### config.mk
export PLATFORM = sky130hd
export DESIGN_NAME = v_tag_acc_flat
export DESIGN_NICKNAME = d
export VERILOG_FILES = /design/src/rtl/v_tag_acc_pkg.sv /design/src/rtl/v_tag_acc_if.sv /design/src/rtl/v_tag_acc_gf32_mul_alpha_pow.sv /design/src/rtl/v_tag_acc.sv /design/src/flat_wrapper.sv
export SDC_FILE = /design/constraint.sdc
export NUM_CORES = 1
export LEC_CHECK = 0
export CAP_MARGIN = 5
export CORE_AREA = 3 3 138 140
export CTS_CLUSTER_SIZE = 14
export DETAILED_ROUTE_END_ITERATION = 16
export DIE_AREA = 0 0 141 143
export MAX_ROUTING_LAYER = met4
export PLACE_DENSITY = 0.83
export REMOVE_ABC_BUFFERS = 1
export SETUP_SLACK_MARGIN = 0.15
export SYNTH_ARGS = -nofsm -noshare
export SYNTH_HDL_FRONTEND = slang
export SYNTH_HIERARCHICAL = 1
export SYNTH_SLANG_ARGS = --single-unit
export TNS_END_PERCENT = 10
### constraint.sdc
create_clock -name clk -period 1.8 [get_ports clk]
set_input_delay 0.18 -clock clk [delete_from_list [all_inputs] [get_ports clk]]
set_output_delay 0.18 -clock clk [all_outputs]
set_load 0.01 [all_outputs]
### src/rtl/v_tag_acc_pkg.sv
// Shared definitions for the v_tag_acc tag accumulator: GF(2^32) reduction
// constant, row counts, FSM state type and the single multiply-by-alpha step.
package v_tag_pkg;

  localparam logic [31:0] CONST_ALPHA_32 = 32'h0040_0007;
  localparam int          NROWS_AD       = 5;
  localparam int          NROWS_MSG      = 4;

  typedef enum logic [1:0] {
    IDLE   = 2'd0,
    ABSORB = 2'd1,
    DONE   = 2'd2
  } state_e;

  // Multiply by alpha in GF(2^32): shift left, fold the carried-out bit back
  // in through the reduction polynomial.
  function automatic logic [31:0] gf32_xalpha(input logic [31:0] x);
    logic [31:0] r;
    r = {x[30:0], 1'b0};
    if (x[31]) begin
      r = r ^ CONST_ALPHA_32;
    end else begin
      r = r;
    end
    return r;
  endfunction

endpackage

### src/rtl/v_tag_acc_if.sv
// PDP word stream and finished-tag stream of the tag accumulator.
// master: producer/consumer side; slave: the accumulator.
interface v_tag_acc_if;

  logic         pdp_valid;
  logic [31:0]  pdp_data;
  logic         pdp_last;
  logic         pdp_ready;
  logic         tag_valid;
  logic [159:0] tag_out;
  logic         tag_ready;

  modport master (
    output pdp_valid, pdp_data, pdp_last, tag_ready,
    input  pdp_ready, tag_valid, tag_out
  );

  modport slave (
    input  pdp_valid, pdp_data, pdp_last, tag_ready,
    output pdp_ready, tag_valid, tag_out
  );

endinterface

### src/rtl/v_tag_acc_gf32_mul_alpha_pow.sv
// Combinational multiply by alpha^POW in GF(2^32), built as POW chained
// multiply-by-alpha steps.
module gf32_mul_alpha_pow
  import v_tag_pkg::*;
#(
  parameter int POW = 1
) (
  input  logic [31:0] x_i,
  output logic [31:0] y_o
);

  logic [31:0] acc_s;

  // Apply the single alpha step POW times.
  always_comb begin
    acc_s = x_i;
    for (int k = 0; k < POW; k++) begin
      acc_s = gf32_xalpha(acc_s);
    end
    y_o = acc_s;
  end

endmodule

### src/rtl/v_tag_acc.sv
// v_tag_acc: sequential Vandermonde/Horner tag accumulator.
// Row r is updated per accepted PDP word as row_r <= alpha^r * row_r ^ pdp.
// Optional feature macro: V_TAG_ACC_WCNT_EN adds a saturating word counter
// output word_cnt.
module v_tag_acc
  import v_tag_pkg::*;
#(
  parameter int CNT_W = 16
) (
  input  logic           clk,
  input  logic           rst,
  input  logic           start,
  input  logic           full,
  output logic           busy,
  v_tag_acc_if.slave     bus
`ifdef V_TAG_ACC_WCNT_EN
  ,
  output logic [CNT_W-1:0] word_cnt
`endif
);

  state_e                         state_q, state_d;
  logic                           full_q, full_d;
  logic [NROWS_AD-1:0][31:0]      row_q, row_d;
  logic [NROWS_AD-1:0][31:0]      row_mul_s;
  logic                           accept_s;

  // Row 0 is multiplied by alpha^0, so it bypasses the multiplier chain.
  assign row_mul_s[0] = row_q[0];

  for (genvar p = 1; p < NROWS_AD; p++) begin : g_mul
    gf32_mul_alpha_pow #(.POW(p)) u_mul (
      .x_i (row_q[p]),
      .y_o (row_mul_s[p])
    );
  end

  assign accept_s = bus.pdp_valid & (state_q == ABSORB);

  // Outputs depend only on registered state, never on inputs.
  assign bus.pdp_ready = (state_q == ABSORB);
  assign bus.tag_valid = (state_q == DONE);
  assign busy          = (state_q != IDLE);
  assign bus.tag_out   = row_q;

  // Next-state, row update and mode latch.
  always_comb begin
    state_d = state_q;
    full_d  = full_q;
    row_d   = row_q;
    case (state_q)
      IDLE: begin
        if (start) begin
          row_d   = '0;
          full_d  = full;
          state_d = ABSORB;
        end else begin
          state_d = IDLE;
        end
      end
      ABSORB: begin
        if (accept_s) begin
          for (int r = 0; r < NROWS_MSG; r++) begin
            row_d[r] = row_mul_s[r] ^ bus.pdp_data;
          end
          if (full_q) begin
            row_d[NROWS_AD-1] = row_mul_s[NROWS_AD-1] ^ bus.pdp_data;
          end else begin
            row_d[NROWS_AD-1] = 32'h0000_0000;
          end
          if (bus.pdp_last) begin
            state_d = DONE;
          end else begin
            state_d = ABSORB;
          end
        end else begin
          state_d = ABSORB;
        end
      end
      DONE: begin
        if (bus.tag_ready) begin
          state_d = IDLE;
        end else begin
          state_d = DONE;
        end
      end
      default: begin
        state_d = IDLE;
      end
    endcase
  end

  // State, mode and tag registers with synchronous reset.
  always_ff @(posedge clk) begin
    if (rst) begin
      state_q <= IDLE;
      full_q  <= 1'b0;
      row_q   <= '0;
    end else begin
      state_q <= state_d;
      full_q  <= full_d;
      row_q   <= row_d;
    end
  end

`ifdef V_TAG_ACC_WCNT_EN
  logic [CNT_W-1:0] cnt_q, cnt_d;

  // Word counter: cleared on start, saturating increment per accepted word.
  always_comb begin
    cnt_d = cnt_q;
    case (state_q)
      IDLE: begin
        if (start) begin
          cnt_d = '0;
        end else begin
          cnt_d = cnt_q;
        end
      end
      ABSORB: begin
        if (accept_s && (cnt_q != {CNT_W{1'b1}})) begin
          cnt_d = cnt_q + {{(CNT_W-1){1'b0}}, 1'b1};
        end else begin
          cnt_d = cnt_q;
        end
      end
      default: begin
        cnt_d = cnt_q;
      end
    endcase
  end

  // Word counter register.
  always_ff @(posedge clk) begin
    if (rst) begin
      cnt_q <= '0;
    end else begin
      cnt_q <= cnt_d;
    end
  end

  assign word_cnt = cnt_q;
`endif

endmodule

### src/flat_wrapper.sv
// flat-port wrapper written by rule: the top's interface ports become plain ports
module v_tag_acc_flat import v_tag_pkg::*;
#(
  parameter int CNT_W = 16
)
  (clk, rst, start, full, busy, bus_pdp_valid, bus_pdp_data, bus_pdp_last, bus_tag_ready, bus_pdp_ready, bus_tag_valid, bus_tag_out);
  v_tag_acc_if bus_i ();
  input  logic clk;
  input  logic rst;
  input  logic start;
  input  logic full;
  output logic busy;
  input wire logic [$bits(bus_i.pdp_valid)-1:0] bus_pdp_valid;
  input wire logic [$bits(bus_i.pdp_data)-1:0] bus_pdp_data;
  input wire logic [$bits(bus_i.pdp_last)-1:0] bus_pdp_last;
  input wire logic [$bits(bus_i.tag_ready)-1:0] bus_tag_ready;
  output wire logic [$bits(bus_i.pdp_ready)-1:0] bus_pdp_ready;
  output wire logic [$bits(bus_i.tag_valid)-1:0] bus_tag_valid;
  output wire logic [$bits(bus_i.tag_out)-1:0] bus_tag_out;
  assign bus_i.pdp_valid = bus_pdp_valid;
  assign bus_i.pdp_data = bus_pdp_data;
  assign bus_i.pdp_last = bus_pdp_last;
  assign bus_i.tag_ready = bus_tag_ready;
  assign bus_pdp_ready = bus_i.pdp_ready;
  assign bus_tag_valid = bus_i.tag_valid;
  assign bus_tag_out = bus_i.tag_out;
  v_tag_acc #(.CNT_W(CNT_W)) u_core (.clk(clk), .rst(rst), .start(start), .full(full), .busy(busy), .bus(bus_i));
endmodule
Yosys cells after proc, flatten, opt, wreduce, memory -nomap -nowiden:

Cells that the tools add are included.

* flip-flop bits (word level): 163
* word-level logic and storage cells: 51

* equal/unequal tests: 4
* multiplexer cells: 19
* bitwise logic cells: 16
* reduce and logical (&&, ||, !) cells: 5

Operators with widths (number)
* 160-bit two-way mux: 2
* 160-bit case mux with 2 select lines: 1
* 23-bit two-way mux: 10
* 32-bit bitwise XOR: 5
* 4-bit NOT: 10
* 32-bit two-way mux: 1
* 2-bit two-way mux: 3
* 2-bit case mux with 3 select lines: 1
* 2-bit nonzero test: 2
* 3-bit AND reduction: 1
* 2-bit by 1-bit equality test with 1-bit output, second input constant: 1
* 2-bit equality test, second input constant: 1
* 2-bit zero test: 1
* 2-bit by 1-bit != test with 1-bit output, second input constant: 1
* 2-bit != test, second input constant: 1
* 2-bit AND reduction: 1
* 1-bit bitwise AND: 1
* 1-bit two-way mux: 1

Depth between registers and ports, before layout:

* depth after elaboration: 12
* mapped depth: 7
* depth with buffers taken out: 4

Hierarchy:

Netlist, hierarchy kept.

By module, submodules not included
* v_tag_acc: instances 1, cells an instance 950, area each 8181.6 um2, sequential area each 3263.1 um2
* gf32_mul_alpha_pow at u_core.g_mul[4].u_mul: instances 1, cells an instance 33, area each 301.5 um2, sequential area each 0.0 um2
* gf32_mul_alpha_pow at u_core.g_mul[3].u_mul: instances 1, cells an instance 32, area each 282.8 um2, sequential area each 0.0 um2
* gf32_mul_alpha_pow at u_core.g_mul[2].u_mul: instances 1, cells an instance 32, area each 261.5 um2, sequential area each 0.0 um2
* gf32_mul_alpha_pow at u_core.g_mul[1].u_mul: instances 1, cells an instance 32, area each 244.0 um2, sequential area each 0.0 um2

Least setup slack after synthesis:

Ideal clock, no wire load.

* path kind: reg2reg
* start: register u_core.row_q, in the netlist u_core/bus.tag_out[127]
* end: register u_core.row_q, in the netlist u_core/bus.tag_out[98]
* library setup time: 70 ps
* arrival time: 1567 ps
* setup slack: 162 ps
* stages on the path, launching flop included: 5
* path buffers: 0
* period minus slack after synthesis: 1638 ps
* cell sequence: dfxtp_1 xor3_1 xnor2_1 or4_1 a21oi_1

RTL lines
* start: declaration: line v_tag_acc.sv:24 `logic [NROWS_AD-1:0][31:0] row_q, row_d;`
* start signal: assignment: line v_tag_acc.sv:102 `row_q <= row_d;`

Worst setup path after layout:

* start: register u_core.state_q[0]
* end: register u_core.row_q, in the netlist u_core/bus.tag_out[98]

* longest elaborated chain between the ends: 4

RTL lines
* start: declaration: line v_tag_acc.sv:22 `state_e state_q, state_d;`
* start signal: assignment: line v_tag_acc.sv:100 `state_q <= state_d;`
* 2-bit by 1-bit equality test with 1-bit output: line v_tag_acc.sv:38, v_tag_acc.sv:51
* 1-bit bitwise AND: line v_tag_acc.sv:38 `assign accept_s = bus.pdp_valid & (state_q == ABSORB);`
* 2-bit by 1-bit != test with 1-bit output (no line)
* 3-bit AND reduction (no line)

Several ways; a longest one is shown, not always the timed one.
A chain may end at the register's enable or synchronous reset.

==> results <==
- The clock tree synthesis step divided the H-tree into 4 levels.
- The number of nets with antenna violations after detailed routing is 0.
- The most common cell type on the critical path is buf_12.
- The final-report max-slew violation count was 0.
- The sort of element at the start of the critical path is a flop.
- The synthesized netlist cell count is 1079.
- The share of the cycle needed by the critical path after routing is 92.47%.
- The share of the yosys chip area belonging to registers is 35.20%.
- The number of synthesized flops with an enable pin is 0.
- Dividing the detail-routed wire length by the instance count gives 18.59 µm.
- Clock-pin slew was measured on the worst setup and hold paths at 0.06 ns.
- Summed over all layers, the routed wires come to 24.54 mm.
- The clock passes through at most 2 buffers.
- The first-pass GRT wire length is 38.07 mm.
- The proportion of netlist area held by the largest area contributor is 35.20%.
- The number of global-route vias before repair is 7185.
- The top cell type by total area after synthesis is dfxtp_1.
- Setup violations remaining at the end of the flow were counted as 0.
- The filler cells instantiated in the layout total 1522.
- The pre-antenna-repair detailed-routing pass consisted of 4 iterations.
- For this run, asynchronously set or reset flops after synthesis account for 0%.
- The minimum period implied by the final worst setup slack is 1.664 ns.
- The peak supply drop is 0.6531 mV.
- Each instance of the synthesized netlist takes up on average 8.593 µm².
- The total power density per cell area is 789.6 mW/mm².
- Clock tree synthesis selected as its root buffer the cell clkbuf_16.
- The layout overhead on the synthesized area is 20.69%.
- In the final layout, flip-flops and latches occupy 0.003291 mm².
- After floorplanning, the core was sized to cover 0.01796 mm².
- The synthesized design contains 163 register bits.
- Ranked by instance count, the synthesized netlist is headed by dfxtp_1 (163), buf_4 (137), o21ai_0 (129).
- Max-cap violations in this run came to 0.
- Cells fill 62.29% of the core in the end.
- The predominant post-synthesis flop cell is dfxtp_1.
- STA puts the critical path data required time at 2.14 ns.
- The run finished with clean final reports.
- Routability-driven placement finished with a final weighted congestion of 0.8184.
- Walking the worst path, the cells encountered are mux2i_4 > buf_12 > buf_12 > or4_1 > a21oi_1.
- The die covers 0.02016 mm².
- The sum of overflow across all layers after global routing is 0.
- Derived from the worst setup path, the maximum achievable clock frequency is 600.8 MHz.
- In the final design database the tool counted 1117 nets.
- The standby leakage power is 0.003799 µW.
- The placed wire-length estimate is 16.52 mm.
- At the pin with the least slew margin, the transition time is 1.084 ns.
- The clock latency at the later pin of the worst-skew pair is 0.43 ns.
- Counting the buffers created by CTS gives 17.
- The critical path is of the reg -> reg type.
- The worst setup path is captured at a flop.
- The final hold violation count is 0.
- For this run, the number of Yosys warnings is 6.
- The number of distinct library cell variants in the gate-level netlist after synthesis is 29.
- The number of ports placed on the die boundary is 202.
- The clock tree from TritonCTS is yes.
- Once the floorplan was initialized, standard cells occupied 51.61% of the core.
- After clock tree synthesis, the flow added hold-fix buffers numbering 0.
- For the worst setup path, the data arrival time is 2.01 ns.
- Across every metal layer, demand over resource in global routing totals 23.98%.
- The share of layout cells above drive strength 1 is 12.19%.
- The number of core rows is 49.
- The clock arrives with 0.01116 ns of skew.
- The number of antenna violations at the first check in global routing was 0.
- Entering global routing, the biggest net connects 120 pins.
- By instance count, the leading cell after synthesis is dfxtp_1.
- The tree built by TritonCTS fans out to 163 sinks.
- Setup repair after global routing could not meet its margin everywhere.
- Input and output buffers added on the ports amount to 201.
- The count of buffers added by post-CTS timing repair for setup is 0.
- The largest incremental delay on the critical path is 0.49 ns.
- The repair_antennas step left the layout with diodes totalling 0.
- The synthesized area is 0.009271 mm².
- The DRC violation count after routing is 0.
- Along the worst path, the maximum fanout reaches 28.
- The sum of internal, switching and leakage power is 8835 µW.
- The number of design-rule violations left by the first detailed-router iteration is 571.
- The path class of the lowest-slack min-delay path is in -> reg.
- In this run the horizontal extent of the chip is 141 µm.
- Dividing the detail-routed via count by the number of cells gives 5.781.
- The largest individual stage delay along the critical path comes from the cell or4_1.
- The flop-to-flop setup slack is 0.14 ns.
- The relative slew slack is 27.66%.
- The via count of the routed design is 7631.
- The multi-input combinational cells in the finished layout cover a total of 0.004457 mm².
- The floorplan die height is 143 µm.
- After synthesis, the cell types taking the most area are dfxtp_1 (35%), xnor2_1 (12%), buf_4 (11%), or4_1 (7.8%), o21ai_0 (7.0%).
power by group:
part / internal (µW) / switching, µW
clock network: 1830 / 1500
logic: 825 / 805
registers: 3750 / 135
total: 6400 / 2440
worst max-delay path: cells and delay by family (launching register included):
kind / cells / cell delay, ns
buffers and inverters: 2 / 0.33
DFF: 1 / 0.36
AOI/OAI and AO/OA: 1 / 0.17
muxes: 1 / 0.21
and+or+nand+nor: 1 / 0.49
final cells by class:
type	count	share of cell area [%]
Tap cell	229	2.561
Inverter	3	0.1006
Timing Repair Buffer	246	23.27
Clock buffer	19	4.048
Clock inverter	13	0.7827
Sequential cell	163	29.41
Multi-Input combinational cell	647	39.83
placed cells by master, fill, tap and decap left out, drive strengths merged:
master         instances
xor2                  18
a31o                  32
dfxtp                163
xnor2                128
nor2b                  1
or2                    3
or3                   32
dlygate4sd2            6
clkinv                10
mux2i                  2
a21oi                128
nor3b                  1
inv                    3
clkbuf                20
nor4                  32
o21ai                129
clkinvlp               3
xor3                   6
a32oi                  1
clkdlybuf4s50        190
nand4bb                1
nand2b                33
buf                   45
dlymetal6s2s           4
nor3                   1
or4                   96
nand3                  1
nor2                   2
sequential cells by signal (all words and copies together), names as in the netlist:
name and flops:
u_core/bus.tag_out 160, u_core/full_q 1, u_core/state_q 2
worst paths after layout:
| path | from | endpoint | depth (start not counted) |
|---|---|---|---|
| setup / recovery | u_core/state_q[0] | u_core/bus.tag_out[98] | 5 |
| hold / removal | rst | u_core/bus.tag_out[21] | 4 |
| setup reg to reg | u_core/state_q[0] | u_core/bus.tag_out[98] | 5 |
| hold reg to reg | u_core/bus.tag_out[14] | u_core/bus.tag_out[14] | 2 |
routing by layer:
metal	up-vias	global-route usage (%)	routed length [µm]
met5	-	-	0
met4	0	7.751	514
met3	38	5.492	1743
met2	288	36.84	11650
met1	3654	31.48	10630
li1	3651	-	-
cells by family (layout without fill, tap and decap cells):
group	Yosys count	in the layout	synth area share, %
XOR/XNOR	152	152	15.37
AND/OR/NAND/NOR	203	203	15.01
flip-flops	163	163	35.20
multiplexers	2	2	0.3509
AO/OA/AOI/OAI	290	290	16.99
buffers and inverters	269	281	17.09
what timing repair did:
item | CTS | global route
endpoints found under the setup margin | 78 | 118
gates resized for setup | 15 | 17
pin swaps | 0 | 2
gates cloned | 0 | 1
through the flow:
step | setup slack, ns | hold slack, ns | area, µm² | std cells | setup TNS, ns
floorplan | -3.212 | 0.2491 | 7699 | 813 | -478.38
global placement | -0.09141 | 0.4632 | 10560 | 1287 | -6.357
detailed placement | -0.1292 | 0.4740 | 10560 | 1287 | -11.69
CTS | 0.02049 | 0.2967 | 11110 | 1319 | 0
global route | 0.07595 | 0.3250 | 11190 | 1320 | 0
finish | 0.1355 | 0.3179 | 11190 | 1320 | 0
No activity file was read; power rests on OpenSTA's default activity.
